`config.mk`:
```
export PLATFORM = sky130hd
export DESIGN_NAME = match_sequencer
export DESIGN_NICKNAME = d
export VERILOG_FILES = /design/src/rtl/match_sequencer.sv
export SDC_FILE = /design/constraint.sdc
export NUM_CORES = 1
export LEC_CHECK = 0
export ABC_AREA = 1
export ABC_CLOCK_PERIOD_IN_PS = 2200
export CAP_MARGIN = 10
export CELL_PAD_IN_SITES_DETAIL_PLACEMENT = 1
export CELL_PAD_IN_SITES_GLOBAL_PLACEMENT = 2
export CORE_MARGIN = 2
export CORE_UTILIZATION = 24
export DETAILED_ROUTE_END_ITERATION = 8
export GPL_TIMING_DRIVEN = 1
export PLACE_DENSITY_LB_ADDON = 0.1
export SETUP_SLACK_MARGIN = 0.3
export SYNTH_ARGS = -nofsm -noshare
export SYNTH_HDL_FRONTEND = slang
export SYNTH_SLANG_ARGS = --single-unit
```
`constraint.sdc`:
```
create_clock -name clk -period 2.2 [get_ports clk]
set_clock_uncertainty 0.2 [all_clocks]
set_input_delay 0.33 -clock clk [delete_from_list [all_inputs] [get_ports clk]]
set_output_delay 0.33 -clock clk [all_outputs]
set_load 0.005 [all_outputs]
```
`src/rtl/match_sequencer.sv`:
```
// Selection/hidden-state owner for a 6x6 memory board: collects two clicks,
// hands them to the pair matcher, and retires or releases them on its result.
module match_sequencer #(
  parameter int NUM_PAIRS    = 18,
  parameter int TIMEOUT_CYC  = 255,
  parameter int COOLDOWN_CYC = 8
) (
  input  logic        clk,
  input  logic        rst,
  input  logic        click,
  input  logic [5:0]  click_pos,
  input  logic        new_game,
  input  logic        en_input,
  input  logic        ms,
  input  logic        mf,
  output logic [35:0] sel_bus,
  output logic [35:0] hidden_bus,
  output logic [4:0]  pairs_left,
  output logic        match_pulse,
  output logic        miss_pulse,
  output logic        busy,
  output logic        win
);

  localparam int TW = $clog2(TIMEOUT_CYC + 1);
  localparam logic [TW-1:0] TIMEOUT_VAL  = TW'(TIMEOUT_CYC);
  localparam logic [TW-1:0] COOLDOWN_END = TW'(COOLDOWN_CYC - 1);
  localparam logic [4:0]    PAIRS_INIT   = 5'(NUM_PAIRS);

  typedef enum logic [2:0] {IDLE, ONE, WAIT, COOLDOWN, WIN} state_t;

  state_t        state;
  logic [TW-1:0] timer;
  logic [35:0]   pos_mask;
  logic          click_ok;

  // Off-board positions decode to an empty mask, which also disqualifies the click.
  always_comb begin
    pos_mask = '0;
    if (click_pos < 6'd36) pos_mask = 36'd1 << click_pos;
    click_ok = click && (pos_mask != '0) && ((pos_mask & hidden_bus) == '0);
  end

  always_ff @(posedge clk) begin
    if (!rst || new_game) begin
      state       <= IDLE;
      timer       <= '0;
      sel_bus     <= '0;
      hidden_bus  <= '0;
      pairs_left  <= PAIRS_INIT;
      match_pulse <= 1'b0;
      miss_pulse  <= 1'b0;
      busy        <= 1'b0;
      win         <= 1'b0;
    end else begin
      match_pulse <= 1'b0;
      miss_pulse  <= 1'b0;
      case (state)
        IDLE: begin
          if (click_ok) begin
            sel_bus <= pos_mask;
            state   <= ONE;
          end
        end
        ONE: begin
          if (click_ok) begin
            if ((pos_mask & sel_bus) != '0) begin
              sel_bus <= '0;
              state   <= IDLE;
            end else begin
              sel_bus <= sel_bus | pos_mask;
              timer   <= '0;
              busy    <= 1'b1;
              state   <= WAIT;
            end
          end
        end
        WAIT: begin
          if (ms && (pairs_left != 5'd0)) begin
            hidden_bus  <= hidden_bus | sel_bus;
            sel_bus     <= '0;
            pairs_left  <= pairs_left - 5'd1;
            match_pulse <= 1'b1;
            timer       <= '0;
            state       <= COOLDOWN;
          end else if (mf || (timer == TIMEOUT_VAL)) begin
            sel_bus    <= '0;
            miss_pulse <= 1'b1;
            timer      <= '0;
            state      <= COOLDOWN;
          end else if (timer != '1) begin
            timer <= timer + 1'b1;
          end
        end
        COOLDOWN: begin
          // Matcher results here are its re-evaluation of the cleared selection.
          if ((timer >= COOLDOWN_END) && en_input) begin
            busy  <= 1'b0;
            timer <= '0;
            if (pairs_left == 5'd0) begin
              win   <= 1'b1;
              state <= WIN;
            end else begin
              state <= IDLE;
            end
          end else if (timer != '1) begin
            timer <= timer + 1'b1;
          end
        end
        WIN: begin
          win <= 1'b1;
        end
        default: begin
          state <= IDLE;
          busy  <= 1'b0;
        end
      endcase
    end
  end

endmodule

```
==> results of run 1 <==
[power groups by stage]
stage	logic, mW	registers [mW]	clock network [mW]
3_3_place_gp	0.871	1.80	0
6_report	1.46	1.77	1.72
3_5_place_dp	0.892	1.80	0
4_1_cts	1.31	1.77	1.76
2_1_floorplan	0.482	1.80	0
5_1_grt	1.56	1.78	1.82
[worst max-delay path: stages]
cell and delay (ns):
buf_8 0.09, clkinvlp_4 0.13, buf_4 0.19, nor2_4 0.13, nand2_2 0.11, nor2_4 0.15
nand2_1 0.13, nand2_1 0.10, nor2_1 0.04, nand2_1 0.10, nor2_4 0.06, buf_6 0.12
nand4_4 0.10, nand2_8 0.11, buf_4 0.14, nand2_1 0.10, nand2_1 0.08, nor2_1 0.14
nor2_1 0.07
[placed cells by master, fill, tap and decap left out, types with 4 or more instances in the layout]
cell type / count
nor3_1: 7
nor3_4: 7
dfxtp_1: 73
o21ai_0: 21
o21ai_1: 6
inv_1: 65
nand4_1: 10
o21ai_2: 14
buf_12: 20
nand2_1: 196
nand3_2: 5
clkbuf_16: 13
dfxtp_2: 18
buf_16: 8
a21oi_1: 10
inv_2: 7
buf_4: 106
nand2_2: 70
clkdlybuf4s50_1: 83
a21oi_2: 34
buf_6: 28
a21oi_4: 8
buf_8: 5
nand3_1: 20
clkinvlp_4: 4
nor2_1: 104
nor2_4: 28
nand3_4: 8
nand2_4: 19
nor2_2: 20
nor3_2: 5
[how the worst max path moves through the flow]
stage / endpoint / slack [ns] / cells after the start
floorplan: sel_bus[16] / 0.22 / 16
global placement: sel_bus[17] / -1.09 / 17
detailed placement: sel_bus[17] / -1.10 / 17
CTS: sel_bus[2] / -0.06 / 20
global route: sel_bus[16] / -0.28 / 19
finish: sel_bus[16] / -0.19 / 19
[what timing repair did]
item                                    4_1_cts  5_1_grt
gates cloned                                  8        4
resized for setup                           238      124
setup buffers                                45       16
endpoints found under the setup margin       88      104
hold buffers                                  0        0
pin swaps                                    62       51
[metrics by stage]
stage / std cells / total power [mW] / hold slack [ns] / setup TNS, ns
global route: 1327 / 5.160 / 0.3077 / -9.708
finish: 1327 / 4.959 / 0.2763 / -3.964
detailed placement: 1239 / 2.697 / 0.2766 / -45.51
CTS: 1307 / 4.847 / 0.2897 / -0.6605
global placement: 1239 / 2.675 / 0.2628 / -43.86
floorplan: 813 / 2.280 / 0.2466 / 0
[layer usage]
| layer | share of wire [%] | vias to the layer above | wire [um] | track usage (%) |
|---|---|---|---|---|
| li1 | - | 3028 | - | - |
| met1 | 42 | 3039 | 10520 | 27.75 |
| met2 | 51 | 122 | 12770 | 39.93 |
| met3 | 3.9 | 32 | 978 | 3.168 |
| met4 | 2.6 | 0 | 641 | 6.154 |
| met5 | 0 | - | 0 | 0 |
[registers in the layout (all words and copies together) (netlist names)]
name	count
busy	1
hidden_bus	36
match_pulse	1
miss_pulse	1
pairs_left	5
sel_bus	36
state	3
timer	8
win	1
[kinds of logic (layout without fill, tap and decap cells)]
kind of cell | Yosys count | count (layout) | share of synthesized area (%)
buf+inv | 110 | 354 | 9.726
fa+ha+maj | 2 | 2 | 0.5078
simple gates | 506 | 506 | 41.52
flops | 92 | 92 | 37.38
compound gates | 103 | 103 | 10.87
[layout make-up]
cell class              count  area, sq um  area share, %
clock buffers               9        225.2          2.394
inverters                  79        326.6          3.472
multi-input cells         611         3766          40.04
flip-flops and latches     92         1868          19.86
well taps                 270        337.8          3.591
clock inverters             6        88.84         0.9444
repair buffers            260         2794          29.70
==> flow_summary.ini, run 1 <==
[pwr]
power_density_nw_per_um2 = 527.2
power.leakage_nw = 3.873
power.switching_mw = 1.541
swShare_pct = 31.07
combPwrFrac_pct = 29.5
ir_drop_uv = 359.1
pwr-share-seq_pct = 35.7
intPower_mw = 3.418
p_clk_share_pct = 34.7

[yosys]
syn_area_per_cell_sq_um = 6.061
synth.top_cell.area_share_pct = 37.38
async_flop_share_pct = 0
yosys.area.top_type = dfxtp_1
synth_commonest_cells = 286 x nand2_1, 146 x nor2_1, 92 x dfxtp_1
syn_nets = 828
synth_ff_type = dfxtp_1
netlist_instances = 813
ys_warn_count = 0
yosys.cell_count.top_type = nand2_1
yosysSeqAreaShare_pct = 37.38
ys_ff_latch = 92
synth_area_leaders = dfxtp_1 37%, nand2_1 22%, nor2_1 11%, inv_1 5.8%, a21oi_1 5.3%
synth_edf_count = 0
synth.distinct_cells = 30
netlist_area_sq_um = 4927

[timing]
rsz0062_at_grt = yes
finalSetupViolations = 38
maxSlewViolCount = 0
fmax_mhz = 418.3
fin_ws_ns = -0.1905
fin_crit_ns = 2.390
final.period_utilization_pct = 108.7
tightest_slew_ns = 0.3606
finalHoldViolCount = 0
slew_headroom_pct = 75.70

[critical_path]
crit_arrival_ns = 2.44
worst_r2r_endpoint = sel_bus[2]
startpoint = click_pos[2]
critPathRequiredTime_ns = 2.25
crit_type = in -> reg
r2r-start = pairs_left[0]
crit_path_start_kind = input port
worstSetupEndpointType = flip-flop
r2r_setup_slack_ns = -0.06
ff2ff_path_depth = 17
cp_max_fo = 7

[floorplan]
start_util_pct = 24.43
die_w_um = 147.3
fp.coreArea_sq_um = 20170
die_h_um = 147.3
io_pins = 94
row_count = 52
dieArea_sq_um = 21690

[route]
via_per_inst = 4.688
route.detailed.drc = 0
routed_wl_mm = 24.91
antenna_left = 0
wire_per_inst_um = 18.77
drt_first_pass_iters = 4
drtIter0Drc = 274
via_count = 6221

[worst_hold_path]
worst_hold_path.endpoint = win
hp-class = reg -> reg
whs_path_depth = 2
min_from = win

[finish]
final_util_pct = 46.64
design_area_sq_um = 9407
final_nets = 1068
fill_cells = 2464
area_growth_pct = 90.91
n_antenna_cell = 0
drive_gt1_share_pct = 42.76

[clock_tree]
clk_pin_slew_ns = 0.07
htreeDepth = 3
numCtsBuffers = 9
tritoncts = built
cts_sinks = 92
clock_path_buffers = 2
clk_latency_ns = 0.36
root_buffer = clkbuf_16

[global_route]
grt_pass1_vias = 6478
grt_pass1_wl_mm = 37.23
grt.overflow.total = 0
antenna_found_initial = 0
grt_usage_pct = 22.23
grt_max_degree = 39

[run]
drv_cap = 0

[status]
status = finished with violations
violations = negative setup slack

[placed_design]
routabilityCongestion = 0.9127
placed_area_sq_um = 7106
io_buffers = 93
dp_worst_setup_slack_ns = -1.097
dp_hpwl_mm = 17.26
(Power assumes the default switching activity.)
==> inputs of run 2 (changes only) <==
- GPL_ROUTABILITY_DRIVEN: unset -> 0
- SKIP_LAST_GASP: unset -> 1
==> flow_summary.ini, run 2 (synthesis results as in run 1) <==
[timing]
final.period_utilization_pct = 103.9
maxSlewViolCount = 0
finalHoldViolCount = 0
slew_headroom_pct = 75.14
fin_crit_ns = 2.286
fmax_mhz = 437.4
finalSetupViolations = 41
rsz0062_at_grt = yes
tightest_slew_ns = 0.3691
fin_hold_ws_ns = 0.2729
fin_ws_ns = -0.08640

[critical_path]
critPathTopFamily = simple AND/OR/NAND/NOR gates
max_stage_delay_ns = 0.19
crit_arrival_ns = 2.38
crit_type = in -> reg
cp_max_fo = 5
cp_slowest_cell = nand4_1
critPathRequiredTime_ns = 2.30
crit_buf_inv = 6
crit_path_start_kind = input port
worstSetupEndpointType = flip-flop
cp_cell_sequence = buf_8 -> buf_6 -> buf_6 -> nand2_4 -> nor2_4 -> buf_6 -> nand4_1 -> nand2_1 -> nor2_2 -> nand2_1 -> nor2_2 -> nand4_1 -> o21ai_2 -> nand2_4 -> buf_8 -> clkbuf_16 -> nand2_4 -> nand2_1 -> a21oi_1

[clock_tree]
numCtsBuffers = 9
htreeDepth = 3
clock_path_buffers = 2
root_buffer = clkbuf_16
clk_pin_slew_ns = 0.07
tritoncts = built
cts_sinks = 92
clk_latency_ns = 0.37
hold_buffers = 0

[run]
drv_cap = 0

[route]
drt_first_pass_iters = 4
drtIter0Drc = 282
antenna_left = 0
route.detailed.drc = 0
via_count = 6173
via_per_inst = 4.734
routed_wl_mm = 24.57
wire_per_inst_um = 18.84

[worst_hold_path]
hp-class = reg -> reg

[floorplan]
fp.coreArea_sq_um = 20170
die_w_um = 147.3
io_pins = 94
die_h_um = 147.3
row_count = 52
dieArea_sq_um = 21690
start_util_pct = 24.43

[global_route]
grt_pass1_vias = 6522
grt_usage_pct = 22.10
grt.overflow.total = 0
antenna_found_initial = 0
grt_pass1_wl_mm = 36.97
grt_max_degree = 56

[placed_design]
io_buffers = 93
dp_hpwl_mm = 16.58
placed_cells = 1238

[finish]
drive_gt1_share_pct = 39.56
reg_top3 = hidden_bus: 36 flops, sel_bus: 36 flops, timer: 8 flops
layout_commonest_cell = nand2_1
fill_cells = 2468
final_nets = 1044
layout.cells.non_filler = 1304
area_growth_pct = 87.18
n_antenna_cell = 0
layout_common_cells = 214 x nand2_1, 101 x nor2_1, 81 x clkdlybuf4s50_1
final_util_pct = 45.73

[status]
status = finished with violations
violations = negative setup slack

[pwr]
ir_drop_uv = 375.8
power.leakage_nw = 3.807
power_density_nw_per_um2 = 543.2
run 2: changes by cell type in the layout (fill, tap and decap cells not counted), moves of 3 or more:
cell	delta
buf_4	-29
nand2_2	-19
nand2_1	+18
buf_8	+8
dfxtp_1	+3
dlymetal6s2s_1	+3
nor2_1	-3
nor3_2	+3
nor3_4	-3
run 2: metrics by stage:
step                      area, sq um  total power [mW]  worst slack [ns]  TNS (ns)
after floorplan                  5271             2.280            0.2178         0
after global placement           7111             2.681           -0.9879    -43.26
after detailed placement         7111             2.698            -1.065    -48.12
after CTS                        8437             4.823          -0.01224  -0.02778
after global routing             9223             5.203           -0.1934    -8.140
final                            9223             5.009          -0.08640    -1.689
run 2: worst register-to-register path, stage by stage (launching register included):
cell	delay (ns)
dfxtp_2	0.33
inv_2	0.07
ha_4	0.14
inv_2	0.04
nor3_2	0.12
inv_1	0.09
or2_4	0.28
nand2_4	0.09
nand3_4	0.10
inv_4	0.09
nor2_4	0.05
nand2_4	0.11
buf_8	0.16
clkbuf_16	0.17
nand2_2	0.04
nand2_1	0.05
nor2_1	0.04
run 2: metal layers:
layer | routed length, um | vias up | global-route usage, % | part of all wire [%]
met5 | 0 | - | 0 | 0
met4 | 588 | 0 | 7.692 | 2.4
met3 | 1030 | 34 | 2.919 | 4.2
met2 | 12470 | 129 | 38.81 | 51
met1 | 10480 | 3021 | 27.82 | 43
li1 | - | 2989 | - | -
run 2: worst paths after layout:
path,startpoint,end,slack (ns),depth (start not counted)
max,click_pos[1],sel_bus[9],-0.09,19
min,pairs_left[4],pairs_left[4],0.27,2
max reg2reg,pairs_left[0],sel_bus[2],-0.07,16
min reg2reg,pairs_left[4],pairs_left[4],0.27,2
run 2: final cells by class:
type / instances / area, sq um / area share, %
Clock buffer: 11 / 242.7 / 2.632
Timing Repair Buffer: 235 / 2645 / 28.68
Sequential cell: 92 / 1862 / 20.19
Multi-Input combinational cell: 611 / 3706 / 40.18
Tap cell: 270 / 337.8 / 3.663
Clock inverter: 5 / 83.83 / 0.9090
Timing Repair inverter: 1 / 8.758 / 0.09497
Inverter: 79 / 336.6 / 3.649
run 2: power breakdown:
part | total, mW | internal, mW | switching (mW)
clock network | 1.80 | 1.03 | 0.766
registers | 1.77 | 1.72 | 0.0537
logic | 1.44 | 0.691 | 0.748
total | 5.01 | 3.44 | 1.57
run 2: timing repair:
action,CTS,global route
endpoints found under the setup margin,87,104
pin swaps,28,58
gates resized for setup,192,162
hold endpoints to repair,0,0
setup buffers,26,11
cloned,8,5
==> inputs of run 3 (changes only) <==
- CORE_UTILIZATION: 24 -> 30
- DONT_BUFFER_PORTS: unset -> 1
==> flow_summary.ini, run 3 (synthesis results as in run 1) <==
[status]
status = finished with violations
violations = negative hold slack

[global_route]
grt_usage_pct = 23.49
grt_pass1_vias = 5657
antenna_found_initial = 0
grt_max_degree = 56
grt.overflow.total = 0
grt_pass1_wl_mm = 31.86

[finish]
final_nets = 903
drive_gt1_share_pct = 27.77
layout_commonest_cell = nand2_1
layout_common_cells = 266 x nand2_1, 122 x nor2_1, 87 x dfxtp_1
area_growth_pct = 40.88
layout.cells.non_filler = 1109
reg_top3 = hidden_bus: 36 flops, sel_bus: 36 flops, timer: 8 flops
fill_cells = 2049
n_antenna_cell = 0

[worst_hold_path]
hp-class = in -> reg
whs_path_depth = 2
min_from = mf
worst_hold_path.endpoint = miss_pulse

[floorplan]
die_h_um = 132.2
fp.coreArea_sq_um = 15940
dieArea_sq_um = 17460
io_pins = 94
start_util_pct = 30.91
row_count = 46
die_w_um = 132.2

[timing]
fin_ws_ns = 0.01805
maxSlewViolCount = 0
fmax_mhz = 458.3
final.period_utilization_pct = 99.18
tns_ns = 0
fin_crit_ns = 2.182
tightest_slew_ns = 0.3829
slew_headroom_pct = 74.48
finalHoldViolCount = 1
fin_hold_ws_ns = -0.06958
finalSetupViolations = 0
rsz0062_at_grt = yes

[clock_tree]
clock_path_buffers = 2
htreeDepth = 3
cts_sinks = 92
numCtsBuffers = 9
clk_latency_ns = 0.35
tritoncts = built
clk_pin_slew_ns = 0.07
root_buffer = clkbuf_16

[route]
wl_met1_mm = 9.638
route.detailed.drc = 0
met3WireLength_um = 891
antenna_left = 0
wire_per_inst_um = 18.26
routed_wl_mm = 20.25
drtIter0Drc = 328
via_per_inst = 4.953
wl_met2_mm = 9.331
highest_layer = met4
via_count = 5493
drt_first_pass_iters = 5

[placed_design]
dp_hpwl_mm = 14.81
dp_worst_setup_slack_ns = -0.3427
io_buffers = 0
placed_cells = 1072

[pwr]
power_density_nw_per_um2 = 600.0
ir_drop_uv = 402.6
power.leakage_nw = 2.918

[critical_path]
r2r-start = pairs_left[0]
cp_max_fo = 21
worst_r2r_endpoint = sel_bus[15]
crit_type = reg -> reg
r2r_setup_slack_ns = 0.02
worstSetupEndpointType = flip-flop
ff2ff_path_depth = 15
critPathRequiredTime_ns = 2.25
crit_arrival_ns = 2.23
startpoint = pairs_left[0]
crit_path_start_kind = flip-flop

[run]
drv_cap = 0
## run 3: critical path, stage by stage, from the launching register on
cell and delay, ns:
dfxtp_2 0.32, inv_2 0.07, ha_4 0.14, inv_4 0.03, nor3_2 0.13, inv_1 0.07, or2_4 0.26, nand2_4 0.10
nand3_2 0.10, inv_2 0.09, nor2_4 0.05, nand2_4 0.13, buf_12 0.18, nand2_1 0.08, nand2_1 0.06, nor2_1 0.05
## run 3: power breakdown
group	switching (mW)	internal (mW)
Combinational	0.486	0.287
Clock	0.668	0.947
Sequential	0.0646	1.71
## run 3: what timing repair did
item	CTS	global route
endpoints found under the setup margin	87	90
endpoints found under the hold margin	1	1
pin swaps	3	10
cloned	3	0
resized for setup	55	82
buffers inserted	6	12
## run 3: stage by stage
| stage | total power, mW | cell area [sq um] | util (%) |
|---|---|---|---|
| floorplan | 2.280 | 5271 | - |
| global placement | 2.486 | 5944 | 37.29 |
| detailed placement | 2.508 | 5944 | 37.29 |
| CTS | 4.178 | 6558 | 41.13 |
| global route | 4.380 | 6942 | 43.54 |
| finish | 4.165 | 6942 | 43.54 |
## run 3: worst max path at each step
stage / end / slack (ns) / cells after the start
5_1_grt: sel_bus[29] / -0.08 / 17
4_1_cts: sel_bus[27] / 0.06 / 15
2_1_floorplan: sel_bus[16] / 0.22 / 16
3_3_place_gp: timer[3] / -0.29 / 13
3_5_place_dp: timer[1] / -0.34 / 15
6_report: sel_bus[15] / 0.02 / 15
## run 3: per-layer routing
metal | track usage [%] | vias up
li1 | - | 2712
met1 | 31.78 | 2661
met2 | 37.59 | 96
met3 | 5.075 | 24
met4 | 6.884 | 0
met5 | 0 | -
## run 3: cell type report
cell class / instances / area, sq um / share of cell area (%)
timing repair buffer: 95 / 932.1 / 13.43
inverter: 79 / 321.6 / 4.632
clock buffer: 13 / 260.3 / 3.749
clock inverter: 3 / 43.79 / 0.6309
sequential: 92 / 1853 / 26.69
multi-input combinational: 611 / 3261 / 46.97
tap: 216 / 270.3 / 3.893
